[src/rtl/fifo_dot_pkg.sv]
// -----------------------------------------------------------------------------
// fifo_dot_pkg
// Shared types and default sizing for the FIFO-fed dot-product engine.
//   state_t         : control FSM states (ST_IDLE, ST_RUN, ST_DONE)
//   DEF_DATA_WIDTH  : default operand width
//   DEF_LEN         : default element pairs per dot product
//   DEF_ACC_WIDTH   : default accumulator/result width
// -----------------------------------------------------------------------------
package fifo_dot_pkg;

    localparam int DEF_DATA_WIDTH = 8;
    localparam int DEF_LEN        = 8;
    localparam int DEF_ACC_WIDTH  = 24;

    typedef enum logic [1:0] {
        ST_IDLE = 2'd0,
        ST_RUN  = 2'd1,
        ST_DONE = 2'd2
    } state_t;

endpackage

[src/rtl/fifo_dot_mac_mac_unit.sv]
// -----------------------------------------------------------------------------
// mac_unit
// Registered unsigned multiply-accumulate.
//   clk  in   clock (rising edge)
//   rst  in   synchronous active-high reset, clears acc
//   clr  in   synchronous clear of acc (start of a new operation)
//   en   in   accumulate a*b into acc this cycle
//   a, b in   DATA_WIDTH unsigned operands
//   acc  out  ACC_WIDTH accumulator
// Build option FIFO_DOT_MAC_SAT_EN: when defined, an accumulation that would
// overflow clamps acc to all-ones; otherwise acc wraps modulo 2^ACC_WIDTH.
// -----------------------------------------------------------------------------
module mac_unit
    import fifo_dot_pkg::*;
#(
    parameter int DATA_WIDTH = DEF_DATA_WIDTH,
    parameter int ACC_WIDTH  = DEF_ACC_WIDTH
) (
    input  logic                  clk,
    input  logic                  rst,
    input  logic                  clr,
    input  logic                  en,
    input  logic [DATA_WIDTH-1:0] a,
    input  logic [DATA_WIDTH-1:0] b,
    output logic [ACC_WIDTH-1:0]  acc
);

    logic [2*DATA_WIDTH-1:0] prod;
    logic [ACC_WIDTH-1:0]    prod_ext;
    logic [ACC_WIDTH-1:0]    acc_next;

    assign prod     = a * b;
    assign prod_ext = ACC_WIDTH'(prod);

`ifdef FIFO_DOT_MAC_SAT_EN
    // One extra bit catches the carry out; a saturated acc stays all-ones
    // because any further non-zero product overflows again.
    logic [ACC_WIDTH:0] sum;
    assign sum      = {1'b0, acc} + {1'b0, prod_ext};
    assign acc_next = sum[ACC_WIDTH] ? {ACC_WIDTH{1'b1}} : sum[ACC_WIDTH-1:0];
`else
    assign acc_next = acc + prod_ext;
`endif

    always_ff @(posedge clk) begin
        if (rst) begin
            acc <= '0;
        end else if (clr) begin
            acc <= '0;
        end else if (en) begin
            acc <= acc_next;
        end
    end

endmodule

[src/rtl/fifo_dot_mac.sv]
// -----------------------------------------------------------------------------
// fifo_dot_mac
// Drains LEN operand pairs from two FIFOs, accumulates their dot product and
// presents it on result with a one-cycle done pulse.
//   clk      in   clock (rising edge)
//   rst      in   synchronous active-high reset
//   start    in   one-cycle request, honoured only in ST_IDLE
//   a_empty  in   FIFO A empty flag
//   a_rden   out  FIFO A read enable
//   a_data   in   FIFO A registered read data
//   b_empty  in   FIFO B empty flag
//   b_rden   out  FIFO B read enable
//   b_data   in   FIFO B registered read data
//   busy     out  high from the cycle after an accepted start through the done cycle
//   done     out  one-cycle pulse when result updates
//   result   out  last completed dot product
// Build option FIFO_DOT_MAC_SAT_EN selects saturating accumulation (see mac_unit).
//
// FIFO read handshake: a read is issued in a cycle where both empty flags are
// low and fewer than LEN reads have been issued; a_rden and b_rden are then
// both high (they are always equal). The FIFO samples rden on the next edge
// and its data is valid in the following cycle, tracked here by rd_vld.
// -----------------------------------------------------------------------------
module fifo_dot_mac
    import fifo_dot_pkg::*;
#(
    parameter int DATA_WIDTH = DEF_DATA_WIDTH,
    parameter int LEN        = DEF_LEN,
    parameter int ACC_WIDTH  = DEF_ACC_WIDTH
) (
    input  logic                  clk,
    input  logic                  rst,
    input  logic                  start,
    input  logic                  a_empty,
    output logic                  a_rden,
    input  logic [DATA_WIDTH-1:0] a_data,
    input  logic                  b_empty,
    output logic                  b_rden,
    input  logic [DATA_WIDTH-1:0] b_data,
    output logic                  busy,
    output logic                  done,
    output logic [ACC_WIDTH-1:0]  result
);

    localparam int CW = $clog2(LEN + 1);
    localparam logic [CW-1:0] LEN_C  = CW'(LEN);
    localparam logic [CW-1:0] LAST_C = CW'(LEN - 1);

    state_t               state;
    state_t               state_next;
    logic [CW-1:0]        issued;
    logic [CW-1:0]        recv;
    logic                 rd_vld;
    logic                 issue;
    logic                 acc_clr;
    logic [ACC_WIDTH-1:0] acc;

    assign issue   = (state == ST_RUN) && !a_empty && !b_empty && (issued < LEN_C);
    assign acc_clr = (state == ST_IDLE) && start;
    assign a_rden  = issue;
    assign b_rden  = issue;

    always_comb begin
        state_next = state;
        case (state)
            ST_IDLE: if (start) state_next = ST_RUN;
            ST_RUN:  if (rd_vld && (recv == LAST_C)) state_next = ST_DONE;
            ST_DONE: state_next = ST_IDLE;
            default: state_next = ST_IDLE;
        endcase
    end

    always_ff @(posedge clk) begin
        if (rst) begin
            state  <= ST_IDLE;
            issued <= '0;
            recv   <= '0;
            rd_vld <= 1'b0;
            busy   <= 1'b0;
            done   <= 1'b0;
            result <= '0;
        end else begin
            state  <= state_next;
            rd_vld <= issue;
            if (acc_clr) begin
                issued <= '0;
                recv   <= '0;
            end else begin
                if (issue)  issued <= issued + CW'(1);
                if (rd_vld) recv   <= recv + CW'(1);
            end
            // Outputs are registered, so the done pulse and the new result
            // appear together one edge after ST_DONE; busy is stretched
            // to cover that cycle.
            busy <= (state_next != ST_IDLE) || (state == ST_DONE);
            done <= (state == ST_DONE);
            if (state == ST_DONE) result <= acc;
        end
    end

    mac_unit #(
        .DATA_WIDTH (DATA_WIDTH),
        .ACC_WIDTH  (ACC_WIDTH)
    ) u_mac (
        .clk (clk),
        .rst (rst),
        .clr (acc_clr),
        .en  (rd_vld),
        .a   (a_data),
        .b   (b_data),
        .acc (acc)
    );

endmodule

[config.mk]
export PLATFORM = sky130hd
export DESIGN_NAME = fifo_dot_mac
export DESIGN_NICKNAME = d
export VERILOG_FILES = /design/src/rtl/fifo_dot_pkg.sv /design/src/rtl/fifo_dot_mac_mac_unit.sv /design/src/rtl/fifo_dot_mac.sv
export SDC_FILE = /design/constraint.sdc
export NUM_CORES = 1
export LEC_CHECK = 0
export CAP_MARGIN = 15
export CORE_MARGIN = 1.5
export CORE_UTILIZATION = 55
export CTS_CLUSTER_DIAMETER = 150
export CTS_CLUSTER_SIZE = 8
export DETAILED_ROUTE_END_ITERATION = 8
export DONT_BUFFER_PORTS = 1
export PLACE_DENSITY = 0.73
export SYNTH_ARGS = -nofsm -noshare
export SYNTH_HDL_FRONTEND = slang
export SYNTH_SLANG_ARGS = --single-unit
[constraint.sdc]
create_clock -name clk -period 5.1 [get_ports clk]
set_input_delay 1.02 -clock clk [delete_from_list [all_inputs] [get_ports clk]]
set_output_delay 1.02 -clock clk [all_outputs]
set_load 0.005 [all_outputs]
**Word-level counts from Yosys, hierarchy flattened**

Cells that the tools add are included.

- $mul: 1
- Mux-type cells: 3
- Reduce and logical (&&, ||, !) cells: 11
- Add/subtract/negate cells: 3
- $lt $le $gt $ge: 1
- Equal/unequal tests: 3

Operators with widths:

| cell | count |
|---|---|
| 24-bit by 16-bit adder with 24-bit output | 1 |
| 8-bit by 8-bit multiplier with 16-bit output | 1 |
| 4-bit by 1-bit adder with 4-bit output, second input constant | 2 |
| 1-bit logical AND | 5 |
| 4-bit by 3-bit equality test with 1-bit output, second input constant | 1 |
| 4-bit < comparator, second input constant | 1 |
| 2-bit two-way mux | 2 |
| 2-bit case mux with 2 select lines | 1 |
| 2-bit by 1-bit equality test with 1-bit output, second input constant | 1 |
| 2-bit equality test, second input constant | 1 |
| 1-bit zero test | 2 |
| 2-bit zero test | 1 |
| 2-bit nonzero test | 1 |
| 2-bit OR reduction | 1 |
| 1-bit logical OR | 1 |

- Output and inout port bits: 28
- Flip-flop bits (word level): 61

**Longest topological paths before layout**

- Word-level depth: 6
- Mapped depth: 17
- Mapped depth without buffers: 17

**Cells and area by module**

A second synthesis with hierarchy kept.

- Cells, all modules: 608
- Area total of the unflattened synthesis: 5078.6 um^2

Modules (own cells, without submodules):

| module | area an instance (um^2) | seq. area each (um^2) | cells an instance | instances |
|---|---|---|---|---|
| mac_unit | 3717.3 | 480.5 | 446 | 1 |
| fifo_dot_mac | 1361.3 | 740.7 | 162 | 1 |

**Worst setup path after synthesis**

OpenSTA, ideal clock, no wires.

- Path type: input-to-reg
- Start: in b_data[7]
- End: reg u_mac.acc[15]
- Arrival: 4720 ps
- Data required time: 4983 ps
- Slack: 262 ps
- Stages: 13
- Setup time: 117 ps
- Cells stage by stage: and2_1 fa_1 fa_1 fa_1 inv_1 fa_1 inv_1 ha_1 a21o_1 nor3b_4 nor2_1 o311a_1 a32o_1

- Longest elaborated chain between the ends: 2

Ends and longest elaborated chain:

| what | line | text |
|---|---|---|
| start, declared | fifo_dot_mac.sv:39 | `input logic [DATA_WIDTH-1:0] b_data,` |
| 8-bit by 8-bit multiplier with 16-bit output | fifo_dot_mac_mac_unit.sv:32 | `assign prod = a * b;` |
| 24-bit by 16-bit adder with 24-bit output | fifo_dot_mac_mac_unit.sv:42 | `assign acc_next = acc + prod_ext;` |
| end signal, assigned | fifo_dot_mac_mac_unit.sv:51 | `acc <= acc_next;` |
| end, declared | fifo_dot_mac_mac_unit.sv:25 | `output logic [ACC_WIDTH-1:0] acc` |

Every way passes these cells.
A chain may end at the register's enable or synchronous reset.

**Final worst setup path**

- Start: in b_data[7]
- End: reg u_mac.acc[16]

Same word-level chain as after synthesis.

==> impl_metrics.yaml <==
logic_synthesis:
  async_reset_ff_frac: 0
  netlist_area_mm2: 0.00505
  synth.distinct_cells: 51
  synth-seq-cells: 61
  synth_ff_type: "dfxtp_1"
  seq_area_frac_synth: 0.242
  synthTopCellsByArea: "dfxtp_1 24%, fa_1 20%, ha_1 11%, nand2_1 7.8%, inv_1 7.4%"
  synth_nets: 719
  ys_warn_count: 0
  synth_edf_count: 0
  yosysTopAreaCell: "dfxtp_1"
  syn_avg_cell_area_um2: 8.34
  synth_top_area_frac: 0.242
  synthCells: 605
flow_run:
  max_cap_viol_count: 0
sta:
  fmax_mhz: 213
  slew_violations: 0
  max_slew_margin: 0.308
  rsz0062_at_grt: "false"
  fin_crit_ps: 4700
  period_share: 0.922
  setup_viol: 0
  fin_skew_ps: 7.38
  hold_viol: 0
  tightest_slew_ps: 1040
  fin_setup_tns_ps: 0
clock_tree:
  cts.sinks: 61
  clkLatencyLatePin_ps: 340
  cts_resized: 0
  hold_buffers: 0
  ctsLongestPathBuffers: 2
  cts_tree: "yes"
  cts_root_buf: "clkbuf_8"
  clk_pin_slew_ps: 60
  htreeDepth: 3
  cts_setup_buffers: 0
  numCtsBuffers: 9
finish:
  fin_area_mm2: 0.00537
  fin_cells: 713
  antenna_cells: 0
  syn_to_final_growth_pct: 6.30
  nets: 714
  layout-drive-gt1-share: 0.0496
detailed_routing:
  post_drt_wl_per_cell_um: 15.2
  routed_wl_mm: 10.8
  wl_met3_um: 383
  via_count: 3862
  drc_errors: 2
  drtAntennaViolNets: 0
  wl_met2_mm: 5.15
  dr.pass1.iters: 7
  drtIter0Drc: 154
  routed_via_density: 5.42
  drt-met1-wl_mm: 5.01
  routed.top_layer: "met4"
worst_setup_path:
  critical_path_peak_fanout: 8
  cp-start-kind: "input pin"
  r2r.worst_path.cells: 15
  required_ps: 5350
  crit_type: "in2reg"
  crit_path_end_kind: "register"
  crit_arrival_ps: 4950
  rrSetupSlack_ps: 830
placed_design:
  place_congestion: 0.900
  place_inst: 696
  dpl_cell_area_mm2: 0.00512
  dp_hpwl_mm: 8.46
  io_buffers: 0
floorplanning:
  std_cell_rows: 34
  die_w_um: 98.8
  pin_count: 49
  start_util: 0.573
  die_h_um: 98.8
  core_area_mm2: 0.00881
  die_area_mm2: 0.00976
global_routing:
  globalRouteTotalUtil: 0.235
  grt_first_pass_wirelength_mm: 18.5
  grt_max_degree: 34
  antenna_found_initial: 0
  grt_overflow_total: 0
  first_global_vias: 3941
pwr:
  power_frac_clock: 0.286
  swShare: 0.365
  internal_power_w: 0.00115
  fin_total_pwr_w: 0.00181
  power.switching_w: 0.000661
  vdd_drop_max_uv: 315
  power_density_mw_per_mm2: 337
  seq_power_share: 0.269
  pwr-share-comb: 0.444
  power_leakage_nw: 2.46
status:
  status: "finished with violations"
  violations: "design-rule violations"
worst_hold_path:
  hold_class: "reg2reg"
  hold-path-cell-count: 2
-- sequential cells by signal, indices dropped and copies added, names as in the netlist --
| signal | cells |
|---|---|
| rd_vld | 1 |
| u_mac.acc | 24 |
| done | 1 |
| busy | 1 |
| result | 24 |
| recv | 4 |
| state | 2 |
| issued | 4 |
-- power by group through the flow --
stage                     registers (W)  logic [W]  clock network (W)
after global placement         0.000498   0.000778                  0
after CTS                      0.000488   0.000803           0.000526
after floorplan                0.000495   0.000630                  0
after detailed placement       0.000499   0.000797                  0
after global routing           0.000488   0.000913           0.000550
final                          0.000488   0.000804           0.000519
-- cells by family after synthesis --
group,share of synthesized area
and+or+nand+nor,0.210
buffers and inverters,0.0910
adders and majority gates,0.305
AOI/OAI and AO/OA,0.0957
DFF,0.242
xor gates and xnor gates,0.0260
muxes,0.0300
-- worst max-delay path: stages --
cell and delay (ps):
nand2_1 60, fa_1 520, fa_1 550, inv_1 60, fa_1 530, inv_1 60
fa_1 550, inv_1 50, ha_1 370, a21oi_1 170, nand2_1 120, or2_4 280
a32oi_1 170, mux2_2 350, o211ai_1 90
-- stage by stage --
stage	util	worst slack, ps	hold WS (ps)
floorplan	-	262	443
global placement	0.581	156	460
detailed placement	0.581	71.1	459
CTS	0.608	419	471
global route	0.609	224	491
finish	0.609	399	470
-- layout make-up --
type,instances,area [um2]
clock inverters,4,95.1
flip-flops and latches,61,1220
fillers,774,3440
well taps,108,135
multi-input cells,425,3370
inverters,99,372
repair buffers,4,30.0
clock buffers,12,145
-- placed cells by master (no fill, tap or decap), types with 2 or more instances in the layout --
master       n
nand2_1    105
and2_1      31
fa_1        50
xor2_1       5
buf_4        4
a31oi_1      4
nand4_1      6
a21o_1       4
inv_1       99
dfxtp_1     61
nand3_1      8
nor3_1       6
nor2b_1      3
clkbuf_8    10
a211oi_1     3
clkbuf_1     2
o211ai_1     3
a32oi_1      2
and3_1       7
nor2_1      40
and4_1       2
o21bai_1     2
a21oi_1     36
a21oi_2      2
o21ai_1      3
bufinv_16    3
nand2b_1     6
xnor2_1     10
ha_1        43
mux2i_1     14
o21ai_0      9
-- routing by layer --
| layer | GRT usage | vias up |
|---|---|---|
| met5 | 0 | - |
| met3 | 0.0489 | 26 |
| met2 | 0.383 | 81 |
| met4 | 0.0824 | 0 |
| li1 | - | 1916 |
| met1 | 0.312 | 1839 |
-- final timing paths --
path                      from             to
setup / recovery     b_data[7]  u_mac.acc[16]
hold / removal    u_mac.acc[9]      result[9]
setup reg to reg  u_mac.acc[7]  u_mac.acc[16]
hold reg to reg   u_mac.acc[9]      result[9]
-- Yosys cell counts (2+ instances only) --
cell and n:
a211oi_1 3, a21o_1 4, a21oi_1 36, a21oi_2 2, a31oi_1 4, a32oi_1 2, and2_1 31, and3_1 7
and4_1 2, buf_2 7, clkbuf_1 12, dfxtp_1 61, fa_1 50, ha_1 43, inv_1 99, mux2i_1 14
nand2_1 105, nand2b_1 6, nand3_1 8, nand4_1 6, nor2_1 40, nor2b_1 3, nor3_1 6, o211ai_1 3
o21ai_0 9, o21ai_1 3, o21bai_1 2, xnor2_1 10, xor2_1 5
Note: power is estimated with default switching activity, not from simulation.
